==> src/rtl/count_ctrl_pkg.sv <==
// count_ctrl shared definitions
// state codes, state width, counter preset
package count_ctrl_pkg;

   localparam int STATE_W = 3;

   typedef enum logic [STATE_W-1:0] {
      ST_IDLE  = 3'd0,
      ST_LOAD  = 3'd1,
      ST_RUN   = 3'd2,
      ST_PAUSE = 3'd3,
      ST_DONE  = 3'd4
   } state_e;

   // BCD value the counter loads on cnt_load
   localparam logic [11:0] PRESET_BCD = 12'h321;

endpackage

==> src/rtl/count_ctrl_btn.sv <==
// btn_debounce: 2-flop sync, stability counter,
// one-clk press pulse on the debounced rising edge
import count_ctrl_pkg::*;

module btn_debounce #(
   parameter int DB_CYCLES = 16
) (
   input  logic clk_i,
   input  logic rst_ni,
   input  logic btn_i,
   output logic press_o
);

   localparam logic [15:0] DB_N = 16'(DB_CYCLES);

   logic        sync1_q, sync2_q;
   logic        level_q, level_d;
   logic        press_q, press_d;
   logic [15:0] cnt_q, cnt_d;

   // flip the level after DB_N clocks of a differing synced value
   always_comb begin
      cnt_d   = cnt_q;
      level_d = level_q;
      press_d = 1'b0;
      if (cnt_q == DB_N) begin
         level_d = ~level_q;
         press_d = ~level_q;
         cnt_d   = '0;
      end else if (sync2_q != level_q) begin
         cnt_d = cnt_q + 16'd1;
      end else begin
         cnt_d = '0;
      end
   end

   // synchronizer and debounce registers
   always_ff @(posedge clk_i or negedge rst_ni) begin
      if (!rst_ni) begin
         sync1_q <= 1'b0;
         sync2_q <= 1'b0;
         level_q <= 1'b0;
         press_q <= 1'b0;
         cnt_q   <= '0;
      end else begin
         sync1_q <= btn_i;
         sync2_q <= sync1_q;
         level_q <= level_d;
         press_q <= press_d;
         cnt_q   <= cnt_d;
      end
   end

   assign press_o = press_q;

endmodule

==> src/rtl/count_ctrl.sv <==
// count_ctrl: run/pause/done sequencer for the BCD down-counter.
// Optional: AUTO_RELOAD_EN reloads the count after RELOAD_TICKS in DONE.
import count_ctrl_pkg::*;

module count_ctrl #(
   parameter int DB_CYCLES    = 16,
   parameter int BLINK_TICKS  = 4,
   parameter int RELOAD_TICKS = 16
) (
   input  logic               clk,
   input  logic               reset,
   input  logic               tick,
   input  logic               btn_start,
   input  logic               btn_clear,
   input  logic               cnt_zero,
   output logic               cnt_clr,
   output logic               cnt_load,
   output logic               cnt_step,
   output logic [STATE_W-1:0] state,
   output logic               busy,
   output logic               alarm
);

   localparam logic [7:0] BLINK_MAX = 8'(BLINK_TICKS - 1);

   state_e     state_q, state_d;
   logic       clr_q, clr_d;
   logic       load_q, load_d;
   logic       step_q, step_d;
   logic       alarm_q, alarm_d;
   logic [7:0] blink_q, blink_d;
   logic       start_p, clear_p;
   logic       tick_ok;

`ifdef AUTO_RELOAD_EN
   localparam logic [7:0] RL_MAX = 8'(RELOAD_TICKS - 1);
   logic [7:0] rl_q, rl_d;
`endif

   btn_debounce #(.DB_CYCLES(DB_CYCLES)) u_db_start (
      .clk_i   (clk),
      .rst_ni  (reset),
      .btn_i   (btn_start),
      .press_o (start_p)
   );

   btn_debounce #(.DB_CYCLES(DB_CYCLES)) u_db_clear (
      .clk_i   (clk),
      .rst_ni  (reset),
      .btn_i   (btn_clear),
      .press_o (clear_p)
   );

   // a press in the same cycle swallows the tick
   assign tick_ok = tick & ~start_p & ~clear_p;

   // next state, strobes and alarm blink
   always_comb begin
      state_d = state_q;
      clr_d   = 1'b0;
      step_d  = 1'b0;
      alarm_d = alarm_q;
      blink_d = blink_q;
`ifdef AUTO_RELOAD_EN
      rl_d    = rl_q;
`endif
      if (clear_p) begin
         state_d = ST_IDLE;
         clr_d   = 1'b1;
      end else begin
         case (state_q)
            ST_IDLE: if (start_p) state_d = ST_LOAD;
            ST_LOAD: state_d = ST_RUN;
            ST_RUN: begin
               if (start_p) begin
                  state_d = ST_PAUSE;
               end else if (tick_ok) begin
                  if (cnt_zero) state_d = ST_DONE;
                  else          step_d  = 1'b1;
               end
            end
            ST_PAUSE: if (start_p) state_d = ST_RUN;
            ST_DONE: begin
               if (start_p) begin
                  state_d = ST_IDLE;
               end else if (tick_ok) begin
                  if (blink_q == BLINK_MAX) begin
                     blink_d = '0;
                     alarm_d = ~alarm_q;
                  end else begin
                     blink_d = blink_q + 8'd1;
                  end
`ifdef AUTO_RELOAD_EN
                  if (rl_q == RL_MAX) state_d = ST_LOAD;
                  else                rl_d    = rl_q + 8'd1;
`endif
               end
            end
            default: state_d = ST_IDLE;
         endcase
      end
      if (state_d == ST_DONE && state_q != ST_DONE) begin
         alarm_d = 1'b1;
         blink_d = '0;
`ifdef AUTO_RELOAD_EN
         rl_d    = '0;
`endif
      end
      if (state_d != ST_DONE) alarm_d = 1'b0;
      load_d = (state_d == ST_LOAD);
   end

   // state and registered strobes
   always_ff @(posedge clk or negedge reset) begin
      if (!reset) begin
         state_q <= ST_IDLE;
         clr_q   <= 1'b0;
         load_q  <= 1'b0;
         step_q  <= 1'b0;
         alarm_q <= 1'b0;
         blink_q <= '0;
      end else begin
         state_q <= state_d;
         clr_q   <= clr_d;
         load_q  <= load_d;
         step_q  <= step_d;
         alarm_q <= alarm_d;
         blink_q <= blink_d;
      end
   end

`ifdef AUTO_RELOAD_EN
   // ticks spent in DONE
   always_ff @(posedge clk or negedge reset) begin
      if (!reset) rl_q <= '0;
      else        rl_q <= rl_d;
   end
`endif

   assign cnt_clr  = clr_q;
   assign cnt_load = load_q;
   assign cnt_step = step_q;
   assign state    = state_q;
   assign alarm    = alarm_q;
   assign busy     = (state_q == ST_LOAD) |
                     (state_q == ST_RUN)  |
                     (state_q == ST_PAUSE);

endmodule
==> config.mk <==
export PLATFORM = sky130hd
export DESIGN_NAME = count_ctrl
export DESIGN_NICKNAME = d
export VERILOG_FILES = /design/src/rtl/count_ctrl_pkg.sv /design/src/rtl/count_ctrl_btn.sv /design/src/rtl/count_ctrl.sv
export SDC_FILE = /design/constraint.sdc
export NUM_CORES = 1
export LEC_CHECK = 0
export ABC_AREA = 1
export CORE_MARGIN = 8
export CORE_UTILIZATION = 50
export CTS_BUF_LIST = sky130_fd_sc_hd__clkbuf_2
export DETAILED_ROUTE_END_ITERATION = 6
export PLACE_DENSITY = 0.74
export REMOVE_ABC_BUFFERS = 1
export SYNTH_ARGS = -nofsm -noshare
export SYNTH_HDL_FRONTEND = slang
export SYNTH_SLANG_ARGS = --single-unit
==> constraint.sdc <==
create_clock -name clk -period 1.9 [get_ports clk]
set_clock_uncertainty 0.15 [all_clocks]
set_input_delay 0.57 -clock clk [delete_from_list [all_inputs] [get_ports clk]]
set_output_delay 0.57 -clock clk [all_outputs]
set_load 0.01 [all_outputs]
==> results.toml, run 1 <==
[cts]
cts-root-buf = "clkbuf_2"
clock_latency_ns = 0.45
cts_inserted_buffers = 5
clk_pin_slew_ns = 0.27
clock_sinks = 55
cts_tree = "built"
htreeDepth = 2
cts_max_path_buffers = 2

[yosys]
ys_seq_area_share_pct = 45.9
synth_area_leaders = "dfrtp_1 46%, nand2_1 12%, nor2_1 11%, xor2_1 5.3%, inv_1 5.1%"
yosysMostFrequentCell = "nand2_1"
async_flop_share_pct = 100
synthTopCellsByCount = "99 x nand2_1, 87 x nor2_1, 55 x dfrtp_1"
netlist_area_um2 = 3000
ys_ff_latch = 55
syn_inst = 387
yosysTopAreaCellShare_pct = 45.9
synth_warnings = 0
syn_avg_cell_area_um2 = 7.75
synth.distinct_cells = 27
synth.largest_area_cell = "dfrtp_1"
ys.flop_type = "dfrtp_1"
synth-edff-count = 0

[critical_path]
crit_path_start_kind = "flip-flop"
end_kind = "primary output"
critPathMaxFanout = 2
arrival_ns = 1.27
cp_slowest_cell = "dfrtp_1"
critPathRequiredTime_ns = 1.18
cpLargestDelayFamily = "flip-flops"
path_buf_inv = 2
cpPeakStageDelay_ns = 0.46
path_cells = "buf_6 > nor2_4 > nor2_1 > buf_2"
critPathKind = "reg2out"

[placement]
portBuffers = 13
hpwlAfterDp_um = 4270
place_congestion = 0.912
place_inst = 479

[cells_and_area]
fill_cells = 526
drive_gt1_share_pct = 10.3
regArea_um2 = 1380
final_core_util_pct = 57.1
fin_cells = 491
multi_input_area_um2 = 1430
syn_to_final_growth_pct = 11.4
antenna_cells = 0
nNetsFinal = 426

[sta]
post-route-period-util_pct = 105
relSlewSlack_pct = 69.6
layout_min_cycle_time_ns = 1.99
rsz0062_at_grt = "yes"
tightest_slew_ns = 0.455
setup-violations-final = 1
slew_viol_final = 0
setup_tns_ns = -0.0878
hold_viol = 0
clock.fmax_mhz = 503
setup_slack_ns = -0.0878

[global_routing]
grt_pass1_wl_um = 10000
antenna_found_initial = 0
grt_overflow = 0
grt_pass1_vias = 2270
grt_max_degree = 56
gr-usage-all-layers_pct = 14.1

[floorplanning]
io_pins = 14
die_h_um = 93.5
rows = 28
die_area_um2 = 8730
start_util_pct = 51.3
chipWidth_um = 93.5
core_area_um2 = 5850

[route]
drt_iter0_drc = 102
via_count = 2421
vias_per_cell = 4.93
totalWireLength_um = 5740
drt_pass1_iterations = 4
wire_per_inst_um = 11.7
route.detailed.drc = 0
antenna_left = 0

[power_and_ir_drop]
peakVddDrop_mv = 0.346
power_density_nw_per_um2 = 651
leakagePower_nw = 1.60
total_power_mw = 2.18

[status]
outcome = "finished with violations"
violations = "setup timing"

[min_path]
min-delay-path-class = "reg2reg"

[flow_run]
max_cap_violations = 0
==> final timing paths <==
kind                               startpoint                 end  slack [ns]  cells after the start
max                                  state[1]                busy       -0.09                      4
min                        u_db_clear.sync1_q  u_db_clear.sync2_q        0.23                      0
max reg2reg                        blink_q[0]               alarm        0.23                      6
min reg2reg                u_db_clear.sync1_q  u_db_clear.sync2_q        0.23                      0
max in group asynchronous               reset  u_db_clear.sync1_q        0.91                      3
min in group asynchronous               reset            state[0]        0.44                      3
==> layer usage <==
metal  global-route usage, %  vias up  wire length, um
li1                        -     1254                -
met1                    17.5     1123             2740
met2                    22.9       35             2680
met3                    3.29        9              199
met4                    5.77        0              116
met5                       0        -                0
==> metrics by stage <==
stage          instance area, um^2  hold WS, ns  setup slack, ns
3_3_place_gp                  3270        0.183          -0.0774
3_5_place_dp                  3270        0.187           -0.115
2_1_floorplan                 2990        0.124            0.472
6_report                      3340        0.226          -0.0878
4_1_cts                       3350        0.229           -0.113
5_1_grt                       3340        0.253           -0.173
==> cell usage in the layout (no fill, tap or decap), types with 2 or more instances in the layout <==
cell type,netlist,final
a21oi_1,3,3
buf_2,2,3
buf_4,0,7
clkbuf_2,0,8
clkdlybuf4s15_1,0,3
clkdlybuf4s50_1,0,4
clkinv_1,3,4
dfrtp_1,55,54
ha_1,5,5
inv_1,41,41
inv_2,5,5
nand2_1,99,99
nand3_1,22,22
nand4_1,14,14
nor2_1,87,87
nor2_4,4,4
nor3_1,2,2
nor3_2,2,2
nor3b_2,3,3
o21ai_0,2,2
o21ai_1,6,6
o21bai_1,2,2
xnor2_1,5,5
xor2_1,18,18
==> timing repair <==
item                                    in CTS  in global routing
endpoints found under the setup margin       8                  7
hold buffers                                 1                  0
pin swaps                                    1                  0
gates resized for setup                     19                  6
setup buffers                                2                  1
endpoints found under the hold margin       55                  0
cloned                                       0                  0
==> layout make-up <==
type	instances	share of cell area, %
multi-input combinational	281	42.8
sequential	55	41.2
timing repair buffer	23	5.80
inverter	49	5.50
tap	75	2.81
clock inverter	3	1.16
clock buffer	5	0.749
==> report_power, final <==
group / switching, mW / total, mW / internal [mW]
combinational: 0.189 / 0.314 / 0.125
clock: 0.365 / 0.581 / 0.216
sequential: 0.0592 / 1.28 / 1.22
==> registers in the layout (all words and copies together), names as in the netlist, 3 cells and up <==
register          flops
blink_q               8
state                 3
u_db_clear.cnt_q     16
u_db_start.cnt_q     16
==> cells by family after synthesis <==
logic type               synth area share, %
AO/OA/AOI/OAI                           3.50
AND/OR/NAND/NOR                         35.3
XOR/XNOR                                6.72
adder cells (fa/ha/maj)                 2.09
flip-flops                              45.9
buffers and inverters                   6.47
Power figures use the tool's default switching activity.
==> run 2: changes to the inputs <==
Settings changed: PLACE_DENSITY 0.74 to 0.77, SKIP_LAST_GASP set to 1.
Clock period 1.9 ns to 1.65 ns, I/O delays scaled along.
==> run 2 against run 1 <==
  * The flow still finishes with violations (setup timing)
  * Clock-buffer cell count is 1 higher
  * Combinational power is 26% higher
  * Global-route usage down 0.21 points
  * Largest power group unchanged
  * Highest routed layer unchanged
==> results.toml, run 2 (synthesis results as in run 1) <==
[status]
outcome = "finished with violations"
violations = "setup timing"

[global_routing]
grt_overflow = 0
antenna_found_initial = 0
grt_max_degree = 56
grt_pass1_wl_um = 9920
grt_pass1_vias = 2291
gr-usage-all-layers_pct = 13.9

[sta]
relSlewSlack_pct = 71.6
hold_viol = 0
setup_slack_ns = -0.231
slew_viol_final = 0
rsz0062_at_grt = "yes"
clock.fmax_mhz = 532
post-route-period-util_pct = 114
fin_hold_ws_ns = 0.236
layout_min_cycle_time_ns = 1.88
setup-violations-final = 12
tightest_slew_ns = 0.425

[power_and_ir_drop]
power_density_nw_per_um2 = 689
total_power_mw = 2.35
leakagePower_nw = 1.64
peakVddDrop_mv = 0.401

[floorplanning]
core_area_um2 = 5850
die_area_um2 = 8730
io_pins = 14
die_h_um = 93.5
chipWidth_um = 93.5
start_util_pct = 51.3
rows = 28

[cells_and_area]
final_core_util_pct = 58.2
antenna_cells = 0
final_cell_area_um2 = 3410
final_common_cell = "nand2_1"
syn_to_final_growth_pct = 13.6
nNetsFinal = 433
layout_common_cells = "99 x nand2_1, 87 x nor2_1, 55 x dfrtp_1"
reg_top3 = "u_db_clear.cnt_q (16), u_db_start.cnt_q (16), blink_q (8)"
drive_gt1_share_pct = 11.8

[placement]
place_area_um2 = 3280
place_congestion = 0.870
hpwlAfterDp_um = 4130
portBuffers = 13
dp_slack_ns = -0.285

[critical_path]
crit_path_start_kind = "flip-flop"
critPathKind = "reg2out"
critPathRequiredTime_ns = 1.00
critPathMaxFanout = 2
arrival_ns = 1.24
end_kind = "primary output"

[route]
vias_per_cell = 4.88
via_count = 2430
route.detailed.drc = 0
wire_per_inst_um = 11.3
drt_iter0_drc = 81
antenna_left = 0
totalWireLength_um = 5650
drt_pass1_iterations = 5

[cts]
cts_inserted_buffers = 5
cts_tree = "built"
clk_pin_slew_ns = 0.24
htreeDepth = 2
cts_max_path_buffers = 2
cts-root-buf = "clkbuf_2"
clock_latency_ns = 0.42
clock_sinks = 55

[flow_run]
max_cap_violations = 0

[min_path]
min-delay-path-class = "reg2reg"
run 2: cell count changes in the layout (fill, tap and decap cells not counted), sizes merged:
cell	previous run	this run
dlygate4sd2	0	2
buf	12	23
clkdlybuf4s15	3	0
bufinv	1	0
clkbuf	8	6
run 2: cell type report:
cell class	count	area (um^2)
clock buffers	6	30.0
clock inverters	2	7.51
fillers	518	2440
inverters	49	189
multi-input cells	281	1440
flip-flops and latches	55	1380
well taps	75	93.8
repair buffers	30	269
run 2: worst paths after layout:
check,slack [ns],depth (start not counted),startpoint,to
max in group asynchronous,0.70,3,reset,u_db_clear.cnt_q[15]
worst max register to register,-0.05,10,state[0],blink_q[5]
worst min-delay path,0.24,0,u_db_start.sync1_q,u_db_start.sync2_q
min in group asynchronous,0.39,3,reset,u_db_start.cnt_q[13]
worst max-delay path,-0.23,4,state[0],busy
worst min register to register,0.24,0,u_db_start.sync1_q,u_db_start.sync2_q
run 2: worst max-delay path, stage by stage, from the launching register on:
cell	delay, ns
dfrtp_1	0.45
buf_6	0.12
nor2_4	0.08
nor2_1	0.04
buf_2	0.13
run 2: through the flow:
stage	TNS, ns	instances
after floorplan	0	385
final	-1.05	498
after CTS	-0.987	493
after global routing	-2.35	498
after global placement	-2.13	481
after detailed placement	-2.55	481
run 2: repair_timing:
action | 4_1_cts | 5_1_grt
setup buffers | 3 | 5
resized for setup | 29 | 8
endpoints found under the hold margin | 55 | 0
endpoints found under the setup margin | 8 | 17
hold buffers | 1 | 0
pin swaps | 0 | 9
run 2: report_power, final:
| group | internal, mW | switching (mW) | total (mW) |
|---|---|---|---|
| clock network | 0.102 | 0.383 | 0.485 |
| logic | 0.162 | 0.235 | 0.397 |
| registers | 1.41 | 0.0588 | 1.46 |
run 2: routing by layer:
metal	part of all wire [%]	wire (um)	up-vias	track usage (%)
li1	-	-	1272	-
met1	49	2770	1107	17.9
met2	45	2560	49	21.5
met3	4.8	272	2	3.69
met4	0.76	43	0	5.50
met5	0	0	-	0
